[config.mk]
export PLATFORM = sky130hd
export DESIGN_NAME = matrix_seq_ctrl
export DESIGN_NICKNAME = d
export VERILOG_FILES = /design/src/rtl/matrix_cpu_pkg.sv /design/src/rtl/matrix_instr_decode.sv /design/src/rtl/matrix_seq_ctrl.sv
export SDC_FILE = /design/constraint.sdc
export NUM_CORES = 1
export LEC_CHECK = 0
export CORE_MARGIN = 2
export CORE_UTILIZATION = 48
export CTS_CLUSTER_SIZE = 28
export DETAILED_ROUTE_END_ITERATION = 8
export GPL_TIMING_DRIVEN = 1
export PLACE_DENSITY = 0.82
export SYNTH_ARGS = -nofsm -noshare
export SYNTH_HDL_FRONTEND = slang
export SYNTH_SLANG_ARGS = --single-unit
[constraint.sdc]
create_clock -name clk -period 2.45 [get_ports clk]
set_input_delay 0.245 -clock clk [delete_from_list [all_inputs] [get_ports clk]]
set_output_delay 0.245 -clock clk [all_outputs]
set_load 0.02 [all_outputs]
[src/rtl/matrix_cpu_pkg.sv]
// Shared definitions for the matrix CPU sequencer: opcodes, instruction field
// positions, functional-unit indices, error codes and the sequencer state encoding.
package matrix_cpu_pkg;

  localparam int OP_W       = 5;
  localparam int OP_LSB     = 22;
  localparam int DEST_LSB   = 15;
  localparam int SRC1_LSB   = 8;
  localparam int SRC2_LSB   = 1;
  localparam int SCALAR_LSB = 0;

  localparam logic [OP_W-1:0] OP_NOP   = 5'h00;
  localparam logic [OP_W-1:0] OP_ADD   = 5'h01;
  localparam logic [OP_W-1:0] OP_SUB   = 5'h02;
  localparam logic [OP_W-1:0] OP_SCALE = 5'h03;
  localparam logic [OP_W-1:0] OP_MULT  = 5'h04;
  localparam logic [OP_W-1:0] OP_TRANS = 5'h05;
  localparam logic [OP_W-1:0] OP_HALT  = 5'h1F;

  localparam int UNIT_ADD_SUB = 0;
  localparam int UNIT_SCALE   = 1;
  localparam int UNIT_MULT    = 2;
  localparam int UNIT_TRANS   = 3;

  localparam logic [1:0] ERR_NONE    = 2'd0;
  localparam logic [1:0] ERR_ILLEGAL = 2'd1;
  localparam logic [1:0] ERR_TIMEOUT = 2'd2;
  localparam logic [1:0] ERR_PC_OVF  = 2'd3;

  typedef enum logic [2:0] {
    ST_IDLE,
    ST_FETCH,
    ST_DECODE,
    ST_READ,
    ST_EXEC,
    ST_WB,
    ST_HALTED,
    ST_ERROR
  } state_t;

  // The retired-instruction counter sticks at all-ones instead of wrapping.
  function automatic logic [15:0] sat_inc16(input logic [15:0] v);
    return (v == 16'hFFFF) ? v : v + 16'd1;
  endfunction

endpackage

[src/rtl/matrix_instr_decode.sv]
// Combinational opcode decoder: selects the functional unit (one-hot) and
// flags NOP, HALT, subtract and illegal opcodes.
module matrix_instr_decode
  import matrix_cpu_pkg::*;
#(
  parameter int NUM_UNITS = 4
) (
  input  logic [OP_W-1:0]      opcode,
  output logic [NUM_UNITS-1:0] unit_sel,
  output logic                 add_or_sub,
  output logic                 is_nop,
  output logic                 is_halt,
  output logic                 illegal
);

  always_comb begin
    unit_sel   = '0;
    add_or_sub = 1'b0;
    is_nop     = 1'b0;
    is_halt    = 1'b0;
    illegal    = 1'b0;
    case (opcode)
      OP_NOP:   is_nop = 1'b1;
      OP_ADD:   unit_sel[UNIT_ADD_SUB] = 1'b1;
      OP_SUB: begin
        unit_sel[UNIT_ADD_SUB] = 1'b1;
        add_or_sub             = 1'b1;
      end
      OP_SCALE: unit_sel[UNIT_SCALE] = 1'b1;
      OP_MULT:  unit_sel[UNIT_MULT]  = 1'b1;
      OP_TRANS: unit_sel[UNIT_TRANS] = 1'b1;
      OP_HALT:  is_halt = 1'b1;
      default:  illegal = 1'b1;
    endcase
  end

endmodule

[src/rtl/matrix_seq_ctrl.sv]
// Multi-cycle sequencer for the matrix CPU: fetch, decode, operand read,
// unit start/done handshake and write-back, stopping on HALT or an error.
module matrix_seq_ctrl
  import matrix_cpu_pkg::*;
#(
  parameter int ADDR_W    = 4,
  parameter int INSTR_W   = 27,
  parameter int REG_W     = 7,
  parameter int NUM_UNITS = 4,
  parameter int TIMEOUT   = 64
) (
  input  logic                 clk,
  input  logic                 reset,
  input  logic                 start,
  output logic [ADDR_W-1:0]    imem_addr,
  input  logic [INSTR_W-1:0]   imem_data,
  output logic                 dmem_rd_en,
  output logic                 dmem_wr_en,
  output logic [REG_W-1:0]     dest,
  output logic [REG_W-1:0]     src1,
  output logic [REG_W-1:0]     src2,
  output logic [7:0]           scalar,
  output logic                 add_or_sub,
  output logic [NUM_UNITS-1:0] unit_start,
  input  logic [NUM_UNITS-1:0] unit_done,
  output logic                 busy,
  output logic                 halted,
  output logic [1:0]           err_code,
  output logic [15:0]          retired_cnt
);

  localparam int                 WAIT_W    = $clog2(TIMEOUT + 1);
  localparam logic [ADDR_W-1:0]  PC_LAST   = '1;
  localparam logic [WAIT_W-1:0]  WAIT_LAST = WAIT_W'(TIMEOUT - 1);

  state_t               state;
  logic [ADDR_W-1:0]    pc;
  logic [WAIT_W-1:0]    wait_cnt;
  logic [NUM_UNITS-1:0] unit_sel_q;

  logic [NUM_UNITS-1:0] dec_unit_sel;
  logic                 dec_sub;
  logic                 dec_nop;
  logic                 dec_halt;
  logic                 dec_illegal;

  matrix_instr_decode #(
    .NUM_UNITS(NUM_UNITS)
  ) u_decode (
    .opcode    (imem_data[OP_LSB +: OP_W]),
    .unit_sel  (dec_unit_sel),
    .add_or_sub(dec_sub),
    .is_nop    (dec_nop),
    .is_halt   (dec_halt),
    .illegal   (dec_illegal)
  );

  assign imem_addr = pc;

  // Strobes default low every cycle so each is a single-cycle pulse set on the
  // transition into the state that owns it.
  always_ff @(posedge clk) begin
    if (reset) begin
      state       <= ST_IDLE;
      pc          <= '0;
      wait_cnt    <= '0;
      unit_sel_q  <= '0;
      dmem_rd_en  <= 1'b0;
      dmem_wr_en  <= 1'b0;
      dest        <= '0;
      src1        <= '0;
      src2        <= '0;
      scalar      <= '0;
      add_or_sub  <= 1'b0;
      unit_start  <= '0;
      busy        <= 1'b0;
      halted      <= 1'b0;
      err_code    <= ERR_NONE;
      retired_cnt <= '0;
    end else begin
      dmem_rd_en <= 1'b0;
      dmem_wr_en <= 1'b0;
      unit_start <= '0;
      case (state)
        ST_IDLE, ST_HALTED, ST_ERROR: begin
          if (start) begin
            state       <= ST_FETCH;
            pc          <= '0;
            err_code    <= ERR_NONE;
            retired_cnt <= '0;
            busy        <= 1'b1;
            halted      <= 1'b0;
          end
        end
        ST_FETCH: state <= ST_DECODE;
        ST_DECODE: begin
          dest       <= imem_data[DEST_LSB +: REG_W];
          src1       <= imem_data[SRC1_LSB +: REG_W];
          src2       <= imem_data[SRC2_LSB +: REG_W];
          scalar     <= imem_data[SCALAR_LSB +: 8];
          add_or_sub <= dec_sub;
          unit_sel_q <= dec_unit_sel;
          if (dec_illegal) begin
            state    <= ST_ERROR;
            err_code <= ERR_ILLEGAL;
            busy     <= 1'b0;
          end else if (dec_halt) begin
            state  <= ST_HALTED;
            halted <= 1'b1;
            busy   <= 1'b0;
          end else if (dec_nop) begin
            retired_cnt <= sat_inc16(retired_cnt);
            if (pc == PC_LAST) begin
              state    <= ST_ERROR;
              err_code <= ERR_PC_OVF;
              busy     <= 1'b0;
            end else begin
              pc    <= pc + 1'b1;
              state <= ST_FETCH;
            end
          end else begin
            state      <= ST_READ;
            dmem_rd_en <= 1'b1;
          end
        end
        ST_READ: begin
          state      <= ST_EXEC;
          unit_start <= unit_sel_q;
          wait_cnt   <= '0;
        end
        // A done seen in the start cycle belongs to a previous operation and is ignored.
        ST_EXEC: begin
          if (wait_cnt != '0 && (unit_done & unit_sel_q) != '0) begin
            state      <= ST_WB;
            dmem_wr_en <= 1'b1;
          end else if (wait_cnt == WAIT_LAST) begin
            state    <= ST_ERROR;
            err_code <= ERR_TIMEOUT;
            busy     <= 1'b0;
          end else begin
            wait_cnt <= wait_cnt + 1'b1;
          end
        end
        ST_WB: begin
          retired_cnt <= sat_inc16(retired_cnt);
          if (pc == PC_LAST) begin
            state    <= ST_ERROR;
            err_code <= ERR_PC_OVF;
            busy     <= 1'b0;
          end else begin
            pc    <= pc + 1'b1;
            state <= ST_FETCH;
          end
        end
        default: state <= ST_IDLE;
      endcase
    end
  end

endmodule

* Word level (Yosys, flattened, before mapping) *
Cells that the tools add are included.

operators by class
  multiplexer cells = 52
  equal/unequal tests = 28
  add/subtract/negate cells = 3
  bitwise logic cells = 5
  reductions and logical operators = 21

operators by type and width
  kind                   number
  $mux 16                5
  $pmux 16 s3            1
  $mux 3                 7
  $mux 4                 5
  $mux 1                 19
  $pmux 3 s6             1
  $add 16x1->16 const B  1
  $eq 16x16->1 const B   1
  $ne 2x2->1 const B     8
  $mux 2                 7
  $mux 7                 2
  $pmux 7 s2             1
  $eq 3x3->1 const B     4
  $pmux 4 s3             1
  $eq 5x2->1 const B     2
  $eq 5x3->1 const B     2
  $reduce_and 5->1       2
  $ne 3x3->1 const B     3
  $pmux 2 s4             1
  $reduce_bool 4->1      2
  $add 7x1->7 const B    1
  $eq 7x6->1 const B     1
  $reduce_bool 7->1      1
  $reduce_or 7->1        1
  23 further kinds       30

word-level totals
  bits in registers = 74
  input port bits = 34
  word-level logic and storage cells = 125

* Longest topological paths before layout *
Gate-level depths: netlist of the first run.

  depth after elaboration = 6
  mapped depth = 7
  depth with buffers taken out = 7

* Hierarchy *
A second synthesis of the first run with hierarchy kept.

unflattened totals
  cell total of the unflattened synthesis = 425
  area total of the unflattened synthesis = 3368.2 µm²

by module, submodules not included
  module               area each (µm²)  instances  seq. area each (µm²)  cells each
  matrix_seq_ctrl      3259.4           1          1341.3                407
  matrix_instr_decode  108.9            1          0.0                   18

* Least setup slack after synthesis of the first run *
No wires, ideal clock.

  path type = reg2reg
  from = register retired_cnt[7]
  to = register retired_cnt[14]
  buffers on the path = 1
  cell stages (with the launch flop) = 7
  setup time = 0.070 ns
  arrival time = 1.983 ns
  setup slack = 0.396 ns
  data required time = 2.380 ns
  period minus slack after synthesis = 2.054 ns
  path through = dfxtp_1 -> buf_2 -> nand4_1 -> or2_2 -> or4_4 -> or4_1 -> a21oi_1

between the ends
  word-level cells in the longest chain between the ends = 6

ends and longest elaborated chain
  what                                           line                    text
  start: declaration                             matrix_seq_ctrl.sv:29   output logic [15:0] retired_cnt
  start signal: assignment                       matrix_seq_ctrl.sv:112  retired_cnt <= sat_inc16(retired_cnt);
  start signal: assignment                       matrix_seq_ctrl.sv:145  retired_cnt <= sat_inc16(retired_cnt);
  $add 16x1->16 or $eq 16x16->1 (tied branches)  matrix_cpu_pkg.sv:43    return (v == 16'hFFFF) ? v : v + 16'd1;
  $mux 16 *                                      matrix_cpu_pkg.sv:43
  $mux 16                                        matrix_seq_ctrl.sv:111  end else if (dec_nop) begin
  $mux 16                                        matrix_seq_ctrl.sv:107  end else if (dec_halt) begin
  $mux 16                                        matrix_seq_ctrl.sv:103  if (dec_illegal) begin
  $pmux 16 s3 *                                  matrix_seq_ctrl.sv:84   case (state)

Mark *: on every way between the ends. The rest lies on a longest branch, timed or not. The select of a mux whose other input is x is not followed.
A chain may end at the register's enable or synchronous reset.

* Worst setup path in the final report of the first run *
  from = register state[1]
  to = register retired_cnt[15]

between the ends
  word-level cells in the longest chain between the ends = 4

ends and longest elaborated chain
  what                                                              line                   text
  start: declaration                                                matrix_seq_ctrl.sv:36  state_t state;
  start signal: assignment                                          matrix_seq_ctrl.sv:64  state <= ST_IDLE;
  start signal: assignment                                          matrix_seq_ctrl.sv:87  state <= ST_FETCH;
  start signal: assignment                                          matrix_seq_ctrl.sv:95  ST_FETCH: state <= ST_DECODE;
  $eq 3x3->1 or $logic_not 3->1 (tied branches)                     matrix_seq_ctrl.sv:84
  $reduce_or 3->1                                                   matrix_seq_ctrl.sv:84
  $ne 2x2->1 (no source line) or $reduce_bool 3->1 (tied branches)  --
  $reduce_and 5->1 (no source line)                                 --

Several ways; a longest one is shown, not always the timed one.

==> impl_metrics.env, run 1 <==
export IMPL_status="complete, no violations"
export IMPL_reg2reg_slack_ns=0.25
export IMPL_grt_max_degree=44
export IMPL_cts_tree="built"
export IMPL_grt_overflow=0
export IMPL_synth_commonest_cells="74 x nand2_1, 67 x dfxtp_1, 46 x a21oi_1, 17 x clkbuf_1"
export IMPL_htreeDepth=3
export IMPL_wl_mm=8.838
export IMPL_holdWs_ns=0.4450
export IMPL_gr_usage_all_layers=0.2397
export IMPL_critPathLaunchType="register"
export IMPL_hold_class="in2reg"
export IMPL_top_layer_used="met4"
export IMPL_areaGrowthSynthToFinish_pct=40.82
export IMPL_fp_row_count=29
export IMPL_critPathArrivalTime_ns=2.46
export IMPL_finalSetupViolations=0
export IMPL_gp_congestion=0.8863
export IMPL_place_port_buffers=93
export IMPL_p_leak_nw=1.574
export IMPL_final_util=0.7090
export IMPL_worst_pin_slew_ns=0.7496
export IMPL_required_ns=2.71
export IMPL_fin_area_sq_um=4579
export IMPL_async_flop_share=0
export IMPL_numCtsBuffers=9
export IMPL_hold_viol_final=0
export IMPL_ctsRootBufferMaster="clkbuf_8"
export IMPL_synth_area_leaders="dfxtp_1 41%, nand2_1 8.5%, a21oi_1 7.1%, or3_1 2.9%, nand4_1 2.3%"
export IMPL_diodes=0
export IMPL_cts_sinks=67
export IMPL_fmax_ghz=0.4553
export IMPL_finalMaxSlewViolations=0
export IMPL_worstReg2RegStart="state[1]$_SDFFE_PP0P_"
export IMPL_cap_violations=0
export IMPL_grt_pass1_vias=3225
export IMPL_drt_iter0_drc=264
export IMPL_num_nets_final=541
export IMPL_crit_start="state[1]$_SDFFE_PP0P_"
export IMPL_ys_ff_latch=67
export IMPL_slew_headroom=0.4997
export IMPL_clock_path_buffers=2
export IMPL_fin_crit_sh=0.8964
export IMPL_hold_buffers=0
export IMPL_synth_most_common_cell="nand2_1"
export IMPL_synth_flop_cell="dfxtp_1"
export IMPL_syn_nets=441
export IMPL_clk_latency_ns=0.35
export IMPL_rsz0062_at_grt="false"
export IMPL_placed_area_sq_um=4327
export IMPL_fp_coreArea_sq_um=6459
export IMPL_ys_warn_count=0
export IMPL_synth_edff_count=0
export IMPL_skew_ns=0.01042
export IMPL_synth_cell_types=57
export IMPL_io_pins=94
export IMPL_wl_per_cell_um=15.11
export IMPL_cts_reportedPaths_clkPinSlew_ns=0.08
export IMPL_wl_met1_mm=3.833
export IMPL_crit_type="reg2reg"
export IMPL_irDropWorstVdd_mv=0.5242
export IMPL_start_util=0.5035
export IMPL_fin_crit_ns=2.196
export IMPL_layout_drive_gt1_share=0.1024
export IMPL_postSynthCellCount=403
export IMPL_viasPerCell=5.839
export IMPL_hpwl_mm=6.209
export IMPL_grt_pass1_wl_mm=14.41
export IMPL_synth_area_sq_um=3252
export IMPL_vias=3416
export IMPL_yosysTopAreaCell="dfxtp_1"
export IMPL_pwr_density_cell_nw_per_um2=757.4
export IMPL_syn_mean_instance_area_sq_um=8.069
export IMPL_rr_worst_depth=6
export IMPL_yosysTopAreaCellShare=0.4125
export IMPL_fp_dieH_um=86.31
export IMPL_antenna_found_initial=0
export IMPL_fin_tns_setup_ns=0
export IMPL_worstSetupEndpoint="retired_cnt[15]$_SDFFE_PP0P_"
export IMPL_ant_nets=0
export IMPL_dr_wl_met3_um=829
export IMPL_r2r_end="retired_cnt[15]$_SDFFE_PP0P_"
export IMPL_critPathMaxFanout=21
export IMPL_dr_wl_met2_mm=4.037
export IMPL_dieArea_sq_um=7449
export IMPL_worstSetupEndpointType="register"
export IMPL_dr_pass1_iters=7
export IMPL_die_width_um=86.31
export IMPL_route_detailed_drc=0
export IMPL_seq_area_frac_synth=0.4125
-- area by class of cell --
type	count	area, sq um
Fill cell	518	1879
Multi-Input combinational cell	299	1750
Sequential cell	67	1341
Timing Repair Buffer	116	1104
Clock buffer	10	137.6
Clock inverter	6	112.6
Tap cell	77	96.34
Inverter	10	37.54
-- what timing repair did --
action                                 in CTS  in global routing
setup endpoints to repair                   0                  7
buffers inserted                            0                  0
endpoints found under the hold margin       0                  0
resized for setup                           0                  1
-- worst min path at each step --
stage,slack (ns),endpoint,cells past startpoint,start
detailed placement,0.45,dest[5]$_SDFFE_PP0P_,2,dest[5]$_SDFFE_PP0P_
global placement,0.44,dest[0]$_SDFFE_PP0P_,2,dest[0]$_SDFFE_PP0P_
floorplan,0.36,state[1]$_SDFFE_PP0P_,1,start
finish,0.44,src2[0]$_SDFFE_PP0P_,3,imem_data[1]
global route,0.45,src2[6]$_SDFFE_PP0P_,3,imem_data[7]
CTS,0.43,src1[4]$_SDFFE_PP0P_,3,imem_data[12]
-- per-layer routing --
layer  up-vias  track usage
met4         0      0.09091
met3        17      0.06952
li1       1657            -
met5         -            0
met1      1575       0.3040
met2       167       0.3876
-- kinds of logic after synthesis --
group,Yosys count,share of synthesized area
xor+xnor,2,0.005388
mux,5,0.01539
compound gates,105,0.1989
fa+ha+maj,4,0.01539
simple gates,183,0.3005
buf+inv,37,0.05194
flops,67,0.4125
-- critical path: stages (launching register included) --
cell,delay [ns]
dfxtp_1,0.48
or3b_1,0.45
nor4_4,0.23
nor2_2,0.23
buf_4,0.20
nor3_1,0.27
mux2i_1,0.24
-- placed cells by master, fill, tap and decap left out, types with 5 or more instances in the layout --
master,Yosys,routed
a21oi_1,46,46
a31oi_1,6,6
and2_1,6,6
buf_4,7,23
clkbuf_8,0,10
clkdlybuf4s50_1,0,93
dfxtp_1,67,67
inv_1,10,10
mux2i_1,5,5
nand2_1,74,74
nand3_1,10,10
nand4_1,12,12
nor2_1,15,14
nor3_1,9,9
nor4_1,6,6
o21ai_0,13,13
o31ai_1,6,6
or3_1,15,15
or4_1,5,5
-- power breakdown --
group / total (W) / switching, W / internal, W
Sequential: 0.00127 / 0.0000986 / 0.00118
Combinational: 0.00105 / 0.000593 / 0.000455
Clock: 0.00115 / 0.000442 / 0.000703
-- state kept, by name, summed over array words and instances, names as in the netlist, 2 cells and up --
name and count:
dest 7, err_code 2, imem_addr 4, retired_cnt 16, src1 7, src2 7, state 3, unit_sel_q 4
unit_start 4, wait_cnt 7
-- metrics by stage --
stage / total power [W] / std cells / worst slack (ns)
floorplan: 0.001912 / 403 / 0.3961
global placement: 0.002313 / 569 / -0.02942
CTS: 0.003475 / 585 / 0.1178
detailed placement: 0.002328 / 569 / -0.09161
finish: 0.003468 / 585 / 0.2538
global route: 0.003631 / 585 / 0.1530
Power figures use the tool's default switching activity.
==> run 2, diff against run 1 <==
Settings changed: CELL_PAD_IN_SITES_DETAIL_PLACEMENT set to 1, CELL_PAD_IN_SITES_GLOBAL_PLACEMENT set to 1, CORE_MARGIN 2 to not set, CORE_UTILIZATION 48 to 34, PLACE_DENSITY 0.82 to 0.8.
==> run 2 against run 1 <==
Power is 7.3% lower. Maximum frequency down 0.84%. Via count decreased by 0.85%. Critical path depth is the same. Count of clock-buffer cells in the layout up 2. Die area increased by 34%. Utilization fell by 22 points. First-iteration DRC count fell by 61%. Clock power decreased by 24%. Combinational power about the same. Non-clock buffer count is 6 lower. Sequential power about the same.
==> impl_metrics.env, run 2 (synthesis results as in run 1) <==
export IMPL_status="complete, no violations"
export IMPL_clock_path_buffers=2
export IMPL_ant_nets=0
export IMPL_worst_pin_slew_ns=0.6297
export IMPL_cpMaxStageDelayCell="dfxtp_1"
export IMPL_placed_area_sq_um=4359
export IMPL_num_nets_final=535
export IMPL_setup_slack_ns=0.2352
export IMPL_path_buf_inv=1
export IMPL_pwr_density_cell_nw_per_um2=709.2
export IMPL_finalSetupViolations=0
export IMPL_place_ws_ns=0.0006326
export IMPL_finalPower_w=0.003216
export IMPL_fmax_ghz=0.4515
export IMPL_dieArea_sq_um=9959
export IMPL_viasPerCell=5.376
export IMPL_place_port_buffers=93
export IMPL_dr_pass1_iters=4
export IMPL_ctsRootBufferMaster="clkbuf_8"
export IMPL_wl_mm=9.967
export IMPL_postCtsSetupBuffers=0
export IMPL_largest_reg_flops=16
export IMPL_fillers=1121
export IMPL_hold_class="in2reg"
export IMPL_diodes=0
export IMPL_fin_area_sq_um=4534
export IMPL_irDropWorstVdd_mv=0.3404
export IMPL_die_width_um=99.80
export IMPL_holdWs_ns=0.4436
export IMPL_reg2reg_slack_ns=0.24
export IMPL_rsz0062_at_grt="false"
export IMPL_critPathLaunchType="register"
export IMPL_hpwl_mm=7.221
export IMPL_finalMaxSlewViolations=0
export IMPL_start_util=0.3519
export IMPL_final_common_cell="clkdlybuf4s50_1"
export IMPL_hold_buffers=0
export IMPL_io_pins=94
export IMPL_fin_crit_sh=0.9040
export IMPL_hold_viol_final=0
export IMPL_cts_resized=0
export IMPL_cts_tree="built"
export IMPL_wl_per_cell_um=15.82
export IMPL_fp_dieH_um=99.80
export IMPL_worstReg2RegStart="state[1]$_SDFFE_PP0P_"
export IMPL_path_cells="or3b_1 > nor4_4 > nor2_1 > buf_12 > or4_1 > a21oi_1"
export IMPL_holdCritStartpoint="imem_data[16]"
export IMPL_crit_start="state[1]$_SDFFE_PP0P_"
export IMPL_route_detailed_drc=0
export IMPL_htreeDepth=3
export IMPL_clk_latency_ns=0.35
export IMPL_grt_pass1_vias=3485
export IMPL_gp_congestion=0.8562
export IMPL_slowest_delay_ns=0.53
export IMPL_required_ns=2.73
export IMPL_cts_sinks=67
export IMPL_numCtsBuffers=9
export IMPL_layout_drive_gt1_share=0.08184
export IMPL_grt_pass1_wl_mm=16.41
export IMPL_skew_ns=0.009892
export IMPL_fp_row_count=35
export IMPL_slew_headroom=0.5786
export IMPL_critPathMaxFanout=24
export IMPL_critPathTopFamily="simple AND/OR/NAND/NOR gates"
export IMPL_fin_crit_ns=2.215
export IMPL_areaGrowthSynthToFinish_pct=39.44
export IMPL_gr_usage_all_layers=0.2080
export IMPL_cts_reportedPaths_clkPinSlew_ns=0.07
export IMPL_grt_max_degree=40
export IMPL_p_leak_nw=1.525
export IMPL_final_cell_mix="93 x clkdlybuf4s50_1, 74 x nand2_1, 67 x dfxtp_1"
export IMPL_cap_violations=0
export IMPL_largest_register="retired_cnt"
export IMPL_critPathArrivalTime_ns=2.49
export IMPL_worstSetupEndpointType="register"
export IMPL_fp_coreArea_sq_um=9240
export IMPL_antenna_found_initial=0
export IMPL_vias=3387
export IMPL_fin_tns_setup_ns=0
export IMPL_crit_type="reg2reg"
export IMPL_grt_overflow=0
export IMPL_drt_iter0_drc=104
[run 2: cell count changes in the layout (fill, tap and decap cells not counted), sizes merged]
cell	change
buf	-6
bufinv	-2
clkbuf	+2
clkinv	+2
clkinvlp	-3
[run 2: worst register-to-register path, delay by kind of cell, from the launching register on]
family	cells	cell delay (ns)
AOI/OAI and AO/OA	1	0.14
and+or+nand+nor	4	1.31
DFF	1	0.53
buffers and inverters	1	0.17
[run 2: through the flow]
stage / util / instances
floorplan: - / 403
global placement: 0.4718 / 615
detailed placement: 0.4718 / 615
CTS: 0.4907 / 630
global route: 0.4907 / 630
finish: 0.4907 / 630
[run 2: area by class of cell]
cell class	count	area, sq um	area share
Sequential cell	67	1341	0.2958
Tap cell	129	161.4	0.03560
Multi-Input combinational cell	299	1748	0.3855
Inverter	10	37.54	0.008278
Timing Repair Buffer	110	1071	0.2362
Clock inverter	3	40.04	0.008830
Clock buffer	12	135.1	0.02980
[run 2: worst paths after layout]
kind | endpoint | depth (start not counted)
max | retired_cnt[10]$_SDFFE_PP0P_ | 6
min | dest[1]$_SDFFE_PP0P_ | 3
max reg2reg | retired_cnt[10]$_SDFFE_PP0P_ | 6
min reg2reg | src1[1]$_SDFFE_PP0P_ | 2
[run 2: routing by layer]
metal,GRT usage,vias up,wire length (um)
met2,0.3443,91,4620
li1,-,1648,-
met4,0.08371,0,164
met1,0.2516,1635,4511
met3,0.06337,13,670
met5,0,-,0
[run 2: power breakdown]
part	internal, W	total, W	leakage [nW]	switching (W)
sequential	0.00118	0.00128	0.541	0.000102
clock	0.000463	0.000870	0.0902	0.000408
combinational	0.000457	0.00107	0.894	0.000610
